## src/rtl/graph_mem_port_arbiter_pkg.sv

```systemverilog
// Shared types and constants for the graph_memory read-port arbiter.
// Requester indices name the fixed clients wired to the shared port.
package graph_mem_pkg;

    localparam int N_REQ_DEFAULT     = 4;
    localparam int ADDR_W_DEFAULT    = 32;
    localparam int DATA_W_DEFAULT    = 32;
    localparam int MAX_OUTST_DEFAULT = 4;

    localparam int REQ_ID_W = $clog2(N_REQ_DEFAULT);
    typedef logic [REQ_ID_W-1:0] req_id_t;

    localparam req_id_t REQ_FIRSTPOS = req_id_t'(0);
    localparam req_id_t REQ_FETCH    = req_id_t'(1);
    localparam req_id_t REQ_TOPK     = req_id_t'(2);
    localparam req_id_t REQ_SPARE    = req_id_t'(3);

endpackage

```

## src/rtl/graph_mem_port_arbiter_if.sv

```systemverilog
// Requester-side and memory-side signals of the shared read port.
// The arbiter takes the slave view; requesters and memory drive the master view.
interface graph_mem_port_arbiter_if #(
    parameter int NUM_REQ = graph_mem_pkg::N_REQ_DEFAULT,
    parameter int ADDR_W  = graph_mem_pkg::ADDR_W_DEFAULT,
    parameter int DATA_W  = graph_mem_pkg::DATA_W_DEFAULT
);
    logic [NUM_REQ-1:0]             req_valid_in;
    logic [NUM_REQ-1:0][ADDR_W-1:0] req_addr_in;
    logic [NUM_REQ-1:0]             req_lock_in;
    logic [NUM_REQ-1:0]             req_ready_out;
    logic [NUM_REQ-1:0]             rsp_valid_out;
    logic [DATA_W-1:0]              rsp_data_out;
    logic [ADDR_W-1:0]              mem_addr_out;
    logic                           mem_valid_out;
    logic [DATA_W-1:0]              mem_data_in;
    logic                           mem_valid_in;

    modport slave (
        input  req_valid_in, req_addr_in, req_lock_in, mem_data_in, mem_valid_in,
        output req_ready_out, rsp_valid_out, rsp_data_out, mem_addr_out, mem_valid_out
    );

    modport master (
        output req_valid_in, req_addr_in, req_lock_in, mem_data_in, mem_valid_in,
        input  req_ready_out, rsp_valid_out, rsp_data_out, mem_addr_out, mem_valid_out
    );
endinterface

```

## src/rtl/graph_mem_port_arbiter_rr.sv

```systemverilog
// Combinational one-hot round-robin grant; a held lock pins the grant
// to its owner regardless of whether the owner is requesting.
module rr_arbiter #(
    parameter int NUM_REQ = 4,
    localparam int ID_W = (NUM_REQ > 1) ? $clog2(NUM_REQ) : 1
) (
    input  logic [NUM_REQ-1:0] valid,
    input  logic [ID_W-1:0]    ptr,
    input  logic               locked,
    input  logic [ID_W-1:0]    owner,
    output logic [NUM_REQ-1:0] grant
);

    logic found;
    int   idx;

    always_comb begin
        grant = '0;
        found = 1'b0;
        idx   = 0;
        if (locked) begin
            grant[owner] = 1'b1;
        end else begin
            for (int k = 0; k < NUM_REQ; k++) begin
                idx = int'(ptr) + k;
                if (idx >= NUM_REQ) idx = idx - NUM_REQ;
                if (!found && valid[idx[ID_W-1:0]]) begin
                    grant[idx[ID_W-1:0]] = 1'b1;
                    found = 1'b1;
                end
            end
        end
    end

endmodule

```

## src/rtl/graph_mem_port_arbiter.sv

```systemverilog
// Shares one graph_memory read port among NUM_REQ requesters and steers
// in-order read data back to the issuer through a requester-id FIFO.
module graph_mem_port_arbiter
    import graph_mem_pkg::*;
#(
    parameter int NUM_REQ   = N_REQ_DEFAULT,
    parameter int ADDR_W    = ADDR_W_DEFAULT,
    parameter int DATA_W    = DATA_W_DEFAULT,
    parameter int MAX_OUTST = MAX_OUTST_DEFAULT
) (
    input  logic                      clk_in,
    input  logic                      rst_n_in,
    graph_mem_port_arbiter_if.slave   bus,
    output logic [$clog2(MAX_OUTST):0] outst_out,
    output logic                      err_out
);

    localparam int ID_W  = (NUM_REQ > 1) ? $clog2(NUM_REQ) : 1;
    localparam int PTR_W = $clog2(MAX_OUTST) + 1;

    logic [NUM_REQ-1:0] grant;
    logic [NUM_REQ-1:0] beat;
    logic [ID_W-1:0]    rr_ptr;
    logic [ID_W-1:0]    owner;
    logic [ID_W-1:0]    winner;
    logic [ID_W-1:0]    head;
    logic               locked;
    logic               xfer;
    logic               pop;
    logic               fifo_full;
    logic               fifo_empty;
    logic [PTR_W-1:0]   wr_ptr;
    logic [PTR_W-1:0]   rd_ptr;
    logic [PTR_W-1:0]   outst;
    logic [ADDR_W-1:0]  win_addr;
    logic [DATA_W-1:0]  rsp_word;
    logic [ID_W-1:0]    id_mem [MAX_OUTST];

    rr_arbiter #(.NUM_REQ(NUM_REQ)) u_arb (
        .valid  (bus.req_valid_in),
        .ptr    (rr_ptr),
        .locked (locked),
        .owner  (owner),
        .grant  (grant)
    );

    assign outst      = wr_ptr - rd_ptr;
    assign fifo_full  = (outst == PTR_W'(MAX_OUTST));
    assign fifo_empty = (outst == '0);
    assign outst_out  = outst;

    // Ready is forced low while reset is asserted so every output reads 0 in reset.
    assign bus.req_ready_out = (rst_n_in && !fifo_full) ? grant : '0;
    assign beat = bus.req_valid_in & bus.req_ready_out;
    assign xfer = |beat;
    assign pop  = bus.mem_valid_in && !fifo_empty;
    assign head = id_mem[rd_ptr[PTR_W-2:0]];

    always_comb begin
        winner = '0;
        for (int i = 0; i < NUM_REQ; i++) begin
            if (beat[i]) winner = ID_W'(i);
        end
    end

    assign win_addr = bus.req_addr_in[winner];

    always_ff @(posedge clk_in or negedge rst_n_in) begin
        if (!rst_n_in) begin
            rr_ptr <= '0;
            owner  <= '0;
            locked <= 1'b0;
        end else if (xfer) begin
            if (bus.req_lock_in[winner]) begin
                owner  <= winner;
                locked <= 1'b1;
            end else begin
                locked <= 1'b0;
                rr_ptr <= (winner == ID_W'(NUM_REQ - 1)) ? '0 : winner + 1'b1;
            end
        end
    end

    always_ff @(posedge clk_in or negedge rst_n_in) begin
        if (!rst_n_in) begin
            bus.mem_valid_out <= 1'b0;
            bus.mem_addr_out  <= '0;
        end else begin
            bus.mem_valid_out <= xfer;
            if (xfer) bus.mem_addr_out <= win_addr;
        end
    end

    // Pointers carry one extra bit so full and empty differ without a flag.
    always_ff @(posedge clk_in or negedge rst_n_in) begin
        if (!rst_n_in) begin
            wr_ptr  <= '0;
            rd_ptr  <= '0;
            err_out <= 1'b0;
        end else begin
            if (xfer) wr_ptr <= wr_ptr + 1'b1;
            if (pop)  rd_ptr <= rd_ptr + 1'b1;
            if (bus.mem_valid_in && fifo_empty) err_out <= 1'b1;
        end
    end

    always_ff @(posedge clk_in) begin
        if (xfer) id_mem[wr_ptr[PTR_W-2:0]] <= winner;
    end

    always_comb begin
        bus.rsp_valid_out = '0;
        if (pop) bus.rsp_valid_out[head] = 1'b1;
    end

    assign rsp_word         = bus.mem_data_in;
    assign bus.rsp_data_out = rsp_word;

endmodule

```

## src/flat_wrapper.sv

```systemverilog
// flat-port wrapper written by rule: the top's interface ports become plain ports
module graph_mem_port_arbiter_flat import graph_mem_pkg::*;
#(
    parameter int NUM_REQ   = N_REQ_DEFAULT,
    parameter int ADDR_W    = ADDR_W_DEFAULT,
    parameter int DATA_W    = DATA_W_DEFAULT,
    parameter int MAX_OUTST = MAX_OUTST_DEFAULT
)
  (clk_in, rst_n_in, outst_out, err_out, bus_req_valid_in, bus_req_addr_in, bus_req_lock_in, bus_mem_data_in, bus_mem_valid_in, bus_req_ready_out, bus_rsp_valid_out, bus_rsp_data_out, bus_mem_addr_out, bus_mem_valid_out);
  graph_mem_port_arbiter_if #(.NUM_REQ(NUM_REQ), .ADDR_W(ADDR_W), .DATA_W(DATA_W)) bus_i ();
  input  logic clk_in;
  input  logic rst_n_in;
  output logic [$clog2(MAX_OUTST):0] outst_out;
  output logic err_out;
  input wire logic [$bits(bus_i.req_valid_in)-1:0] bus_req_valid_in;
  input wire logic [$bits(bus_i.req_addr_in)-1:0] bus_req_addr_in;
  input wire logic [$bits(bus_i.req_lock_in)-1:0] bus_req_lock_in;
  input wire logic [$bits(bus_i.mem_data_in)-1:0] bus_mem_data_in;
  input wire logic [$bits(bus_i.mem_valid_in)-1:0] bus_mem_valid_in;
  output wire logic [$bits(bus_i.req_ready_out)-1:0] bus_req_ready_out;
  output wire logic [$bits(bus_i.rsp_valid_out)-1:0] bus_rsp_valid_out;
  output wire logic [$bits(bus_i.rsp_data_out)-1:0] bus_rsp_data_out;
  output wire logic [$bits(bus_i.mem_addr_out)-1:0] bus_mem_addr_out;
  output wire logic [$bits(bus_i.mem_valid_out)-1:0] bus_mem_valid_out;
  assign bus_i.req_valid_in = bus_req_valid_in;
  assign bus_i.req_addr_in = bus_req_addr_in;
  assign bus_i.req_lock_in = bus_req_lock_in;
  assign bus_i.mem_data_in = bus_mem_data_in;
  assign bus_i.mem_valid_in = bus_mem_valid_in;
  assign bus_req_ready_out = bus_i.req_ready_out;
  assign bus_rsp_valid_out = bus_i.rsp_valid_out;
  assign bus_rsp_data_out = bus_i.rsp_data_out;
  assign bus_mem_addr_out = bus_i.mem_addr_out;
  assign bus_mem_valid_out = bus_i.mem_valid_out;
  graph_mem_port_arbiter #(.NUM_REQ(NUM_REQ), .ADDR_W(ADDR_W), .DATA_W(DATA_W), .MAX_OUTST(MAX_OUTST)) u_core (.clk_in(clk_in), .rst_n_in(rst_n_in), .bus(bus_i), .outst_out(outst_out), .err_out(err_out));
endmodule
```

## config.mk

```make
export PLATFORM = sky130hd
export DESIGN_NAME = graph_mem_port_arbiter_flat
export DESIGN_NICKNAME = d
export VERILOG_FILES = /design/src/rtl/graph_mem_port_arbiter_pkg.sv /design/src/rtl/graph_mem_port_arbiter_if.sv /design/src/rtl/graph_mem_port_arbiter_rr.sv /design/src/rtl/graph_mem_port_arbiter.sv /design/src/flat_wrapper.sv
export SDC_FILE = /design/constraint.sdc
export NUM_CORES = 1
export LEC_CHECK = 0
export CAP_MARGIN = 15
export CORE_ASPECT_RATIO = 1.4
export CORE_MARGIN = 1
export CORE_UTILIZATION = 37
export CTS_CLUSTER_SIZE = 16
export DETAILED_ROUTE_END_ITERATION = 16
export PLACE_DENSITY = 0.83
export SLEW_MARGIN = 20
export SYNTH_ARGS = -nofsm -noshare
export SYNTH_HDL_FRONTEND = slang
export SYNTH_SLANG_ARGS = --single-unit
```

## constraint.sdc

```tcl
create_clock -name clk_in -period 4.7 [get_ports clk_in]
set_clock_uncertainty 0.1 [all_clocks]
set_input_delay 0.47 -clock clk_in [delete_from_list [all_inputs] [get_ports clk_in]]
set_output_delay 0.47 -clock clk_in [all_outputs]
set_load 0.005 [all_outputs]
```

== Word level (Yosys, flattened, before mapping) ==
Memory sizes are Yosys's and may differ from the RTL's.
Cells that the tools add are included.

* Memory bits (writable): 8
* Logic and storage cells: 120
* Register bits: 45
* Memories: 1

* Equality and inequality tests: 2
* Add/sub/neg operators: 11
* Mux-type cells: 55
* Reductions and logical operators: 21
* Bitwise logic cells: 5
* Order comparisons: 17

{| class="wikitable"
|+ Memories
! memory !! depth !! width !! read ports !! clocked after memory_dff !! wr ports !! RTL line !! text
|-
| u_core.id_mem || 4 || 2 || 1 || 0 || 1 || graph_mem_port_arbiter.sv:37 || <nowiki>logic [ID_W-1:0] id_mem [MAX_OUTST];</nowiki>
|}

{| class="wikitable"
|+ Operators with widths
! operator !! count
|-
| $bmux W32 S2 || 1
|-
| $mux W4 || 10
|-
| $mux W32 || 1
|-
| $mux W2 || 11
|-
| $lt A2 B3 Y1 const B || 7
|-
| $mux W1 || 21
|-
| $demux W1 S2 || 6
|-
| $ge A2 B1 Y1 const B || 6
|-
| $logic_and A1 B1 Y1 || 12
|-
| $or A4 B4 Y4 || 3
|-
| $bmux W1 S2 || 5
|-
| $ge A3 B3 Y1 const B || 3
|-
| $sub A2 B1 Y2 const B || 4
|-
| $add A2 B2 Y3 const B || 2
|-
| $add A3 B1 Y3 const B || 2
|-
| $logic_not A1 Y1 || 5
|-
| $and A4 B4 Y4 || 1
|-
| $reduce_and A2 Y1 || 2
|-
| $reduce_or A4 Y1 || 1
|-
| $add A2 B1 Y3 const B || 1
|-
| $eq A3 B3 Y1 const B || 1
|-
| $ge A2 B3 Y1 const B || 1
|-
| $logic_not A3 Y1 || 1
|-
| $sub A3 B3 Y3 || 1
|-
| other kinds (3) || 3
|}

== Longest topological paths before layout ==
* Word-level depth: 28
* Depth in mapped cells: 13

== Hierarchy ==
Synthesis repeated with hierarchy kept, for this count alone.

* Cells, all modules: 387
* Area, all modules: 3699.8 sq um

{| class="wikitable"
|+ Modules (own cells, without submodules)
! module !! sequential area each (sq um) !! cells each !! instances !! area an instance (sq um)
|-
| graph_mem_port_arbiter || 1366.3 || 351 || 1 || 3349.5
|-
| rr_arbiter || 0.0 || 36 || 1 || 350.3
|}

== Worst setup path before layout ==
Ideal clock, no wire load.

* Path kind: reg-to-reg
* Start point: register u_core.rr_ptr[0]
* End point: memory u_core.id_mem[0][0] in the netlist's numbering (enable)
* Path slack: 1248 ps
* Cell stages (with the launch flop): 12
* Data arrival time: 3055 ps
* Buffers on the path: 2
* Required time: 4303 ps
* Period minus slack after synthesis: 3452 ps
* Library setup time: 297 ps
* Cell sequence: dfrtp_1 -> inv_1 -> ha_1 -> mux4_2 -> nor4b_4 -> a211oi_1 -> a2111o_1 -> and4_1 -> buf_6 -> clkinv_4 -> buf_4 -> and2_1

* Word-level cells in the longest chain between the ends: 24
* Elaborated cells between the ends (all ways): 75

{| class="wikitable"
|+ RTL lines
! what !! RTL line !! text
|-
| start: declaration || graph_mem_port_arbiter.sv:23 || <nowiki>logic [ID_W-1:0] rr_ptr;</nowiki>
|-
| start signal: assignment || graph_mem_port_arbiter.sv:79 || <nowiki>rr_ptr <= (winner == ID_W'(NUM_REQ - 1)) ? '0 : winner + 1'b1;</nowiki>
|-
| branches (longest 17 deep; another with $add A2 B1 Y3) || -- ||
|-
| $mux W4 * || graph_mem_port_arbiter_rr.sv:27 || <nowiki>if (!found && valid[idx[ID_W-1:0]]) begin</nowiki>
|-
| $mux W4 * || graph_mem_port_arbiter_rr.sv:21 || <nowiki>if (locked) begin</nowiki>
|-
| $mux W4 * || graph_mem_port_arbiter.sv:53 || <nowiki>assign bus.req_ready_out = (rst_n_in && !fifo_full) ? grant : '0;</nowiki>
|-
| $and A4 B4 Y4 * || graph_mem_port_arbiter.sv:54 || <nowiki>assign beat = bus.req_valid_in & bus.req_ready_out;</nowiki>
|-
| $reduce_or A4 Y1 * || graph_mem_port_arbiter.sv:55 || <nowiki>assign xfer = |beat;</nowiki>
|-
| $mux W1 * || graph_mem_port_arbiter.sv:108 || <nowiki>if (xfer) id_mem[wr_ptr[PTR_W-2:0]] <= winner;</nowiki>
|-
| $mux W1 (implied by the code) * || graph_mem_port_arbiter.sv:108 ||
|-
| end: declaration || graph_mem_port_arbiter.sv:37 ||
|}

Mark *: on every way between the ends. The select of a mux whose other input is x is not followed.

== Worst setup path in the final report ==
* Start point: register u_core.rr_ptr[0]
* End point: register u_core.wr_ptr[2]

* Word-level cells in the longest chain between the ends: 22
* Elaborated cells between the ends (all ways): 73

{| class="wikitable"
|+ RTL lines
! what !! RTL line !! text
|-
| branches (longest 17 deep; another with $add A2 B1 Y3) || -- ||
|-
| $mux W4 * || graph_mem_port_arbiter_rr.sv:27 ||
|-
| $mux W4 * || graph_mem_port_arbiter_rr.sv:21 ||
|-
| $mux W4 * || graph_mem_port_arbiter.sv:53 ||
|-
| $and A4 B4 Y4 * || graph_mem_port_arbiter.sv:54 ||
|-
| $reduce_or A4 Y1 * || graph_mem_port_arbiter.sv:55 ||
|-
| end signal: assignment || graph_mem_port_arbiter.sv:101 || <nowiki>if (xfer) wr_ptr <= wr_ptr + 1'b1;</nowiki>
|-
| end: declaration || graph_mem_port_arbiter.sv:32 || <nowiki>logic [PTR_W-1:0] wr_ptr;</nowiki>
|}

Marked as above.
A chain may end at the register's enable or synchronous reset.

==> flow_summary.html <==
<table>
<tr><th>Metric</th><th>Value</th></tr>
<tr><th colspan="2">Logic synthesis</th></tr>
<tr><td>EDFF count, synth</td><td>8</td></tr>
<tr><td>Cell area after synthesis</td><td>0.003740 mm2</td></tr>
<tr><td>Yosys warning total</td><td>0</td></tr>
<tr><td>Area share of the largest cell type after synthesis</td><td>30.11%</td></tr>
<tr><td>Largest cells by area after synthesis</td><td>dfrtp_1 (30%), mux2_2 (9.0%), buf_4 (7.2%)</td></tr>
<tr><td>Main synth FF type</td><td>dfrtp_1</td></tr>
<tr><td>Post-synth cell types</td><td>52</td></tr>
<tr><td>Proportion of synthesized chip area in sequential cells</td><td>36.53%</td></tr>
<tr><td>Synthesized Nets</td><td>572</td></tr>
<tr><td>Synthesized instance count</td><td>386</td></tr>
<tr><td>Post-synthesis sequential element count</td><td>53</td></tr>
<tr><td>Top post-synthesis cells by count</td><td>dfrtp_1 (45), nand2_1 (45), nor2_1 (42), buf_4 (36), a31oi_1 (32)</td></tr>
<tr><td>Top cell type by total area after synthesis</td><td>dfrtp_1</td></tr>
<tr><td>Share of flip-flops with an asynchronous set or reset after synthesis</td><td>84.91%</td></tr>
<tr><td>Average cell area after synthesis</td><td>9.689 um2</td></tr>
<tr><th colspan="2">Power and ir drop</th></tr>
<tr><td>Power density over the cells</td><td>551.2 mW/mm2</td></tr>
<tr><td>Leakage power summed over all cells</td><td>2.257 nW</td></tr>
<tr><td>Total Power Consumption</td><td>3.096 mW</td></tr>
<tr><td>Worst vdd ir</td><td>228.8 uV</td></tr>
<tr><th colspan="2">Routing</th></tr>
<tr><td>Detail Route Antenna Nets</td><td>0</td></tr>
<tr><td>Number of vias per cell after detailed routing</td><td>5.280</td></tr>
<tr><td># DRC</td><td>0</td></tr>
<tr><td>Routed length per instance</td><td>17.54 um</td></tr>
<tr><td>Violation count after the first detailed-route iteration</td><td>172</td></tr>
<tr><td>Routed WL</td><td>11700 um</td></tr>
<tr><td>Via count</td><td>3522</td></tr>
<tr><td>Router iterations before antenna repair</td><td>4</td></tr>
<tr><th colspan="2">STA</th></tr>
<tr><td>Final critical-path share of the clock period</td><td>90.93%</td></tr>
<tr><td>Setup repair after global routing missed its margin</td><td>no</td></tr>
<tr><td>Hold slack</td><td>0.3779 ns</td></tr>
<tr><td>Shortest period the worst path allows</td><td>4.274 ns</td></tr>
<tr><td>Number of failing hold endpoints at the final stage</td><td>0</td></tr>
<tr><td>Relative slew slack</td><td>53.68%</td></tr>
<tr><td>Max-slew violation count</td><td>0</td></tr>
<tr><td>Final critical-path setup slack</td><td>0.4263 ns</td></tr>
<tr><td>Slew at the pin closest to its max-slew limit</td><td>0.6876 ns</td></tr>
<tr><td>Summed negative setup slack over all endpoints</td><td>0 ns</td></tr>
<tr><td># setup viols final</td><td>0</td></tr>
<tr><td>Achievable frequency</td><td>234.0 MHz</td></tr>
<tr><th colspan="2">Setup path</th></tr>
<tr><td>Longest individual stage delay on the worst path</td><td>0.58 ns</td></tr>
<tr><td>Crit Path Class</td><td>reg2reg</td></tr>
<tr><td>Worst-path maximum fanout</td><td>72</td></tr>
<tr><td>Crit start category</td><td>flop</td></tr>
<tr><td>Critical path data required time</td><td>4.77 ns</td></tr>
<tr><td>Master of the slowest instance on the critical path</td><td>a221oi_1</td></tr>
<tr><td>Sum of buffers and inverters on the critical path</td><td>2</td></tr>
<tr><td>Family with the most delay on the worst path</td><td>simple AND/OR/NAND/NOR gates</td></tr>
<tr><td>Crit. End Element</td><td>flop</td></tr>
<tr><td>Data arrival time of the critical path</td><td>4.35 ns</td></tr>
<tr><td>Cell chain of the critical path</td><td>inv_1 -&gt; ha_1 -&gt; mux4_2 -&gt; nor2b_1 -&gt; a221oi_1 -&gt; a31o_2 -&gt; and4_1 -&gt; clkinv_4 -&gt; and2_1 -&gt; xor2_1</td></tr>
<tr><th colspan="2">Worst hold path</th></tr>
<tr><td>Hold Crit Class</td><td>reg2reg</td></tr>
<tr><th colspan="2">Floorplanning</th></tr>
<tr><td>Number of rows created at floorplan</td><td>43</td></tr>
<tr><td>Number of ports placed on the die boundary</td><td>248</td></tr>
<tr><td>Core area</td><td>0.009846 mm2</td></tr>
<tr><td>Vertical die dimension</td><td>121.0 um</td></tr>
<tr><td>Horizontal extent of the die</td><td>86.97 um</td></tr>
<tr><td>Overall die area</td><td>0.01052 mm2</td></tr>
<tr><td>Initial core utilization</td><td>37.98%</td></tr>
<tr><th colspan="2">Final layout</th></tr>
<tr><td>Post-layout instance count excluding filler cells</td><td>667</td></tr>
<tr><td>Layout net count</td><td>717</td></tr>
<tr><td>Post-route cell area</td><td>0.005617 mm2</td></tr>
<tr><td>Number of antenna cells inserted</td><td>0</td></tr>
<tr><td>Post-route core utilization</td><td>57.05%</td></tr>
<tr><td>Area growth from synthesis to layout</td><td>50.18%</td></tr>
<tr><td>Layout cells sized above 1</td><td>11.47%</td></tr>
<tr><th colspan="2">CTS</th></tr>
<tr><td>PostCTS Resize Cnt</td><td>0</td></tr>
<tr><td>Number of buffers added by the clock tree synthesis step</td><td>5</td></tr>
<tr><td>Clock Path Buffers</td><td>2</td></tr>
<tr><td>Worst-Skew Late Latency</td><td>0.29 ns</td></tr>
<tr><td>Buffer type at the clock tree root</td><td>clkbuf_16</td></tr>
<tr><td>CTS H-tree depth</td><td>2</td></tr>
<tr><td>CTS clock-pin slew for the worst setup and hold paths</td><td>0.07 ns</td></tr>
<tr><td>Clock tree from TritonCTS</td><td>yes</td></tr>
<tr><td>Clock net sink count</td><td>53</td></tr>
<tr><th colspan="2">Placement</th></tr>
<tr><td>Detailed placement HPWL</td><td>9381 um</td></tr>
<tr><td>Placed insts</td><td>658</td></tr>
<tr><td>Setup Slack @ Placement</td><td>0.4389 ns</td></tr>
<tr><td>Placer's final routability congestion estimate</td><td>0.9006</td></tr>
<tr><td>Placed Instance Area</td><td>0.005456 mm2</td></tr>
<tr><td>Buffers added on ports</td><td>183</td></tr>
<tr><th colspan="2">Global route</th></tr>
<tr><td>Wire length of the first global-routing pass</td><td>17790 um</td></tr>
<tr><td>GRT overflow</td><td>0</td></tr>
<tr><td>Gr usage total</td><td>22.29%</td></tr>
<tr><td>Number of global-route vias before repair</td><td>3612</td></tr>
<tr><td>Number of antenna violations at the first check in global routing</td><td>0</td></tr>
<tr><td>Largest net degree at the start of global routing</td><td>73</td></tr>
<tr><th colspan="2">Outcome</th></tr>
<tr><td>Status</td><td>finished, final reports clean</td></tr>
<tr><th colspan="2">Flow run</th></tr>
<tr><td>Number of max-cap violations</td><td>0</td></tr>
</table>
sequential cells by signal, summed over array words and instances (netlist names):
name                      flops
u_core.id_mem                 8
u_core.err_out                1
u_core.locked                 1
u_core.rr_ptr                 2
u_core.rd_ptr                 3
u_core.owner                  2
u_core.bus.mem_addr_out      32
u_core.bus.mem_valid_out      1
u_core.wr_ptr                 3
kinds of logic (layout without fill, tap and decap cells):
kind of cell | Yosys count | in the layout | share of synthesized area [%]
buffers and inverters | 66 | 212 | 10.77
adders and majority gates | 15 | 15 | 5.219
and+or+nand+nor | 106 | 106 | 12.91
AOI/OAI and AO/OA | 99 | 99 | 18.60
muxes | 42 | 42 | 14.42
xor gates and xnor gates | 5 | 5 | 1.539
DFF | 53 | 53 | 36.53
worst register-to-register path, cell delays in order, from the launching register on:
cell and delay (ns):
dfrtp_1 0.57, inv_1 0.19, ha_1 0.37, mux4_2 0.57, nor2b_1 0.20, a221oi_1 0.58, a31o_2 0.31, and4_1 0.34
clkinv_4 0.40, and2_1 0.37, xor2_1 0.15
where the power goes:
group          leakage, nW  switching [mW]  total, mW  internal, mW
clock               0.0704           0.169      0.370         0.200
sequential           0.582           0.152      0.852         0.700
combinational         1.60           0.909       1.87         0.965
total                 2.26            1.23       3.10          1.87
cell type report:
cell class | instances | area (um2)
tap | 135 | 168.9
fill | 865 | 4229
inverter | 14 | 57.56
timing repair buffer | 190 | 1882
clock buffer | 5 | 125.1
clock inverter | 3 | 25.02
sequential | 53 | 1366
multi-input combinational | 267 | 1992
path summary, 6_finish.rpt:
kind	start	endpoint	slack [ns]	cells past startpoint
min in group asynchronous	rst_n_in	u_core.rd_ptr[0]$_DFFE_PN0P_	0.47	2
worst min register to register	u_core.err_out$_DFFE_PN0P_	u_core.err_out$_DFFE_PN0P_	0.38	1
worst max register to register	u_core.rr_ptr[0]$_DFFE_PN0P_	u_core.wr_ptr[2]$_DFFE_PN0P_	0.43	10
worst min-delay path	u_core.err_out$_DFFE_PN0P_	u_core.err_out$_DFFE_PN0P_	0.38	1
worst max-delay path	u_core.rr_ptr[0]$_DFFE_PN0P_	u_core.wr_ptr[2]$_DFFE_PN0P_	0.43	10
max in group asynchronous	rst_n_in	u_core.bus.mem_addr_out[30]$_DFFE_PN0P_	3.28	3
layout by cell type (no fill, tap or decap), types with 3 or more instances in the layout:
cell type,synthesis,final
inv_1,13,13
mux2_2,30,30
a31oi_1,32,32
edfxtp_1,8,8
and2_1,5,5
a21oi_1,5,5
o21ai_0,7,7
nor2b_1,3,3
clkdlybuf4s50_1,0,182
buf_4,36,6
nand2_1,45,45
dfrtp_1,45,45
a22oi_1,31,31
clkbuf_16,0,5
mux4_2,6,6
mux2i_1,4,4
nor2_1,42,40
a21o_1,5,5
xnor2_1,3,3
ha_1,14,14
metal layers:
metal	up-vias	global-route usage (%)	share of wire (%)
li1	1653	-	-
met2	187	42.62	55
met4	0	10.21	3.9
met1	1648	20.87	33
met3	34	7.143	8.8
met5	-	0	0
timing repair:
item                                   4_1_cts  5_1_grt
hold buffers                                 1        0
endpoints found under the hold margin        5        0
buffers inserted                             0        0
(Power assumes the default switching activity.)
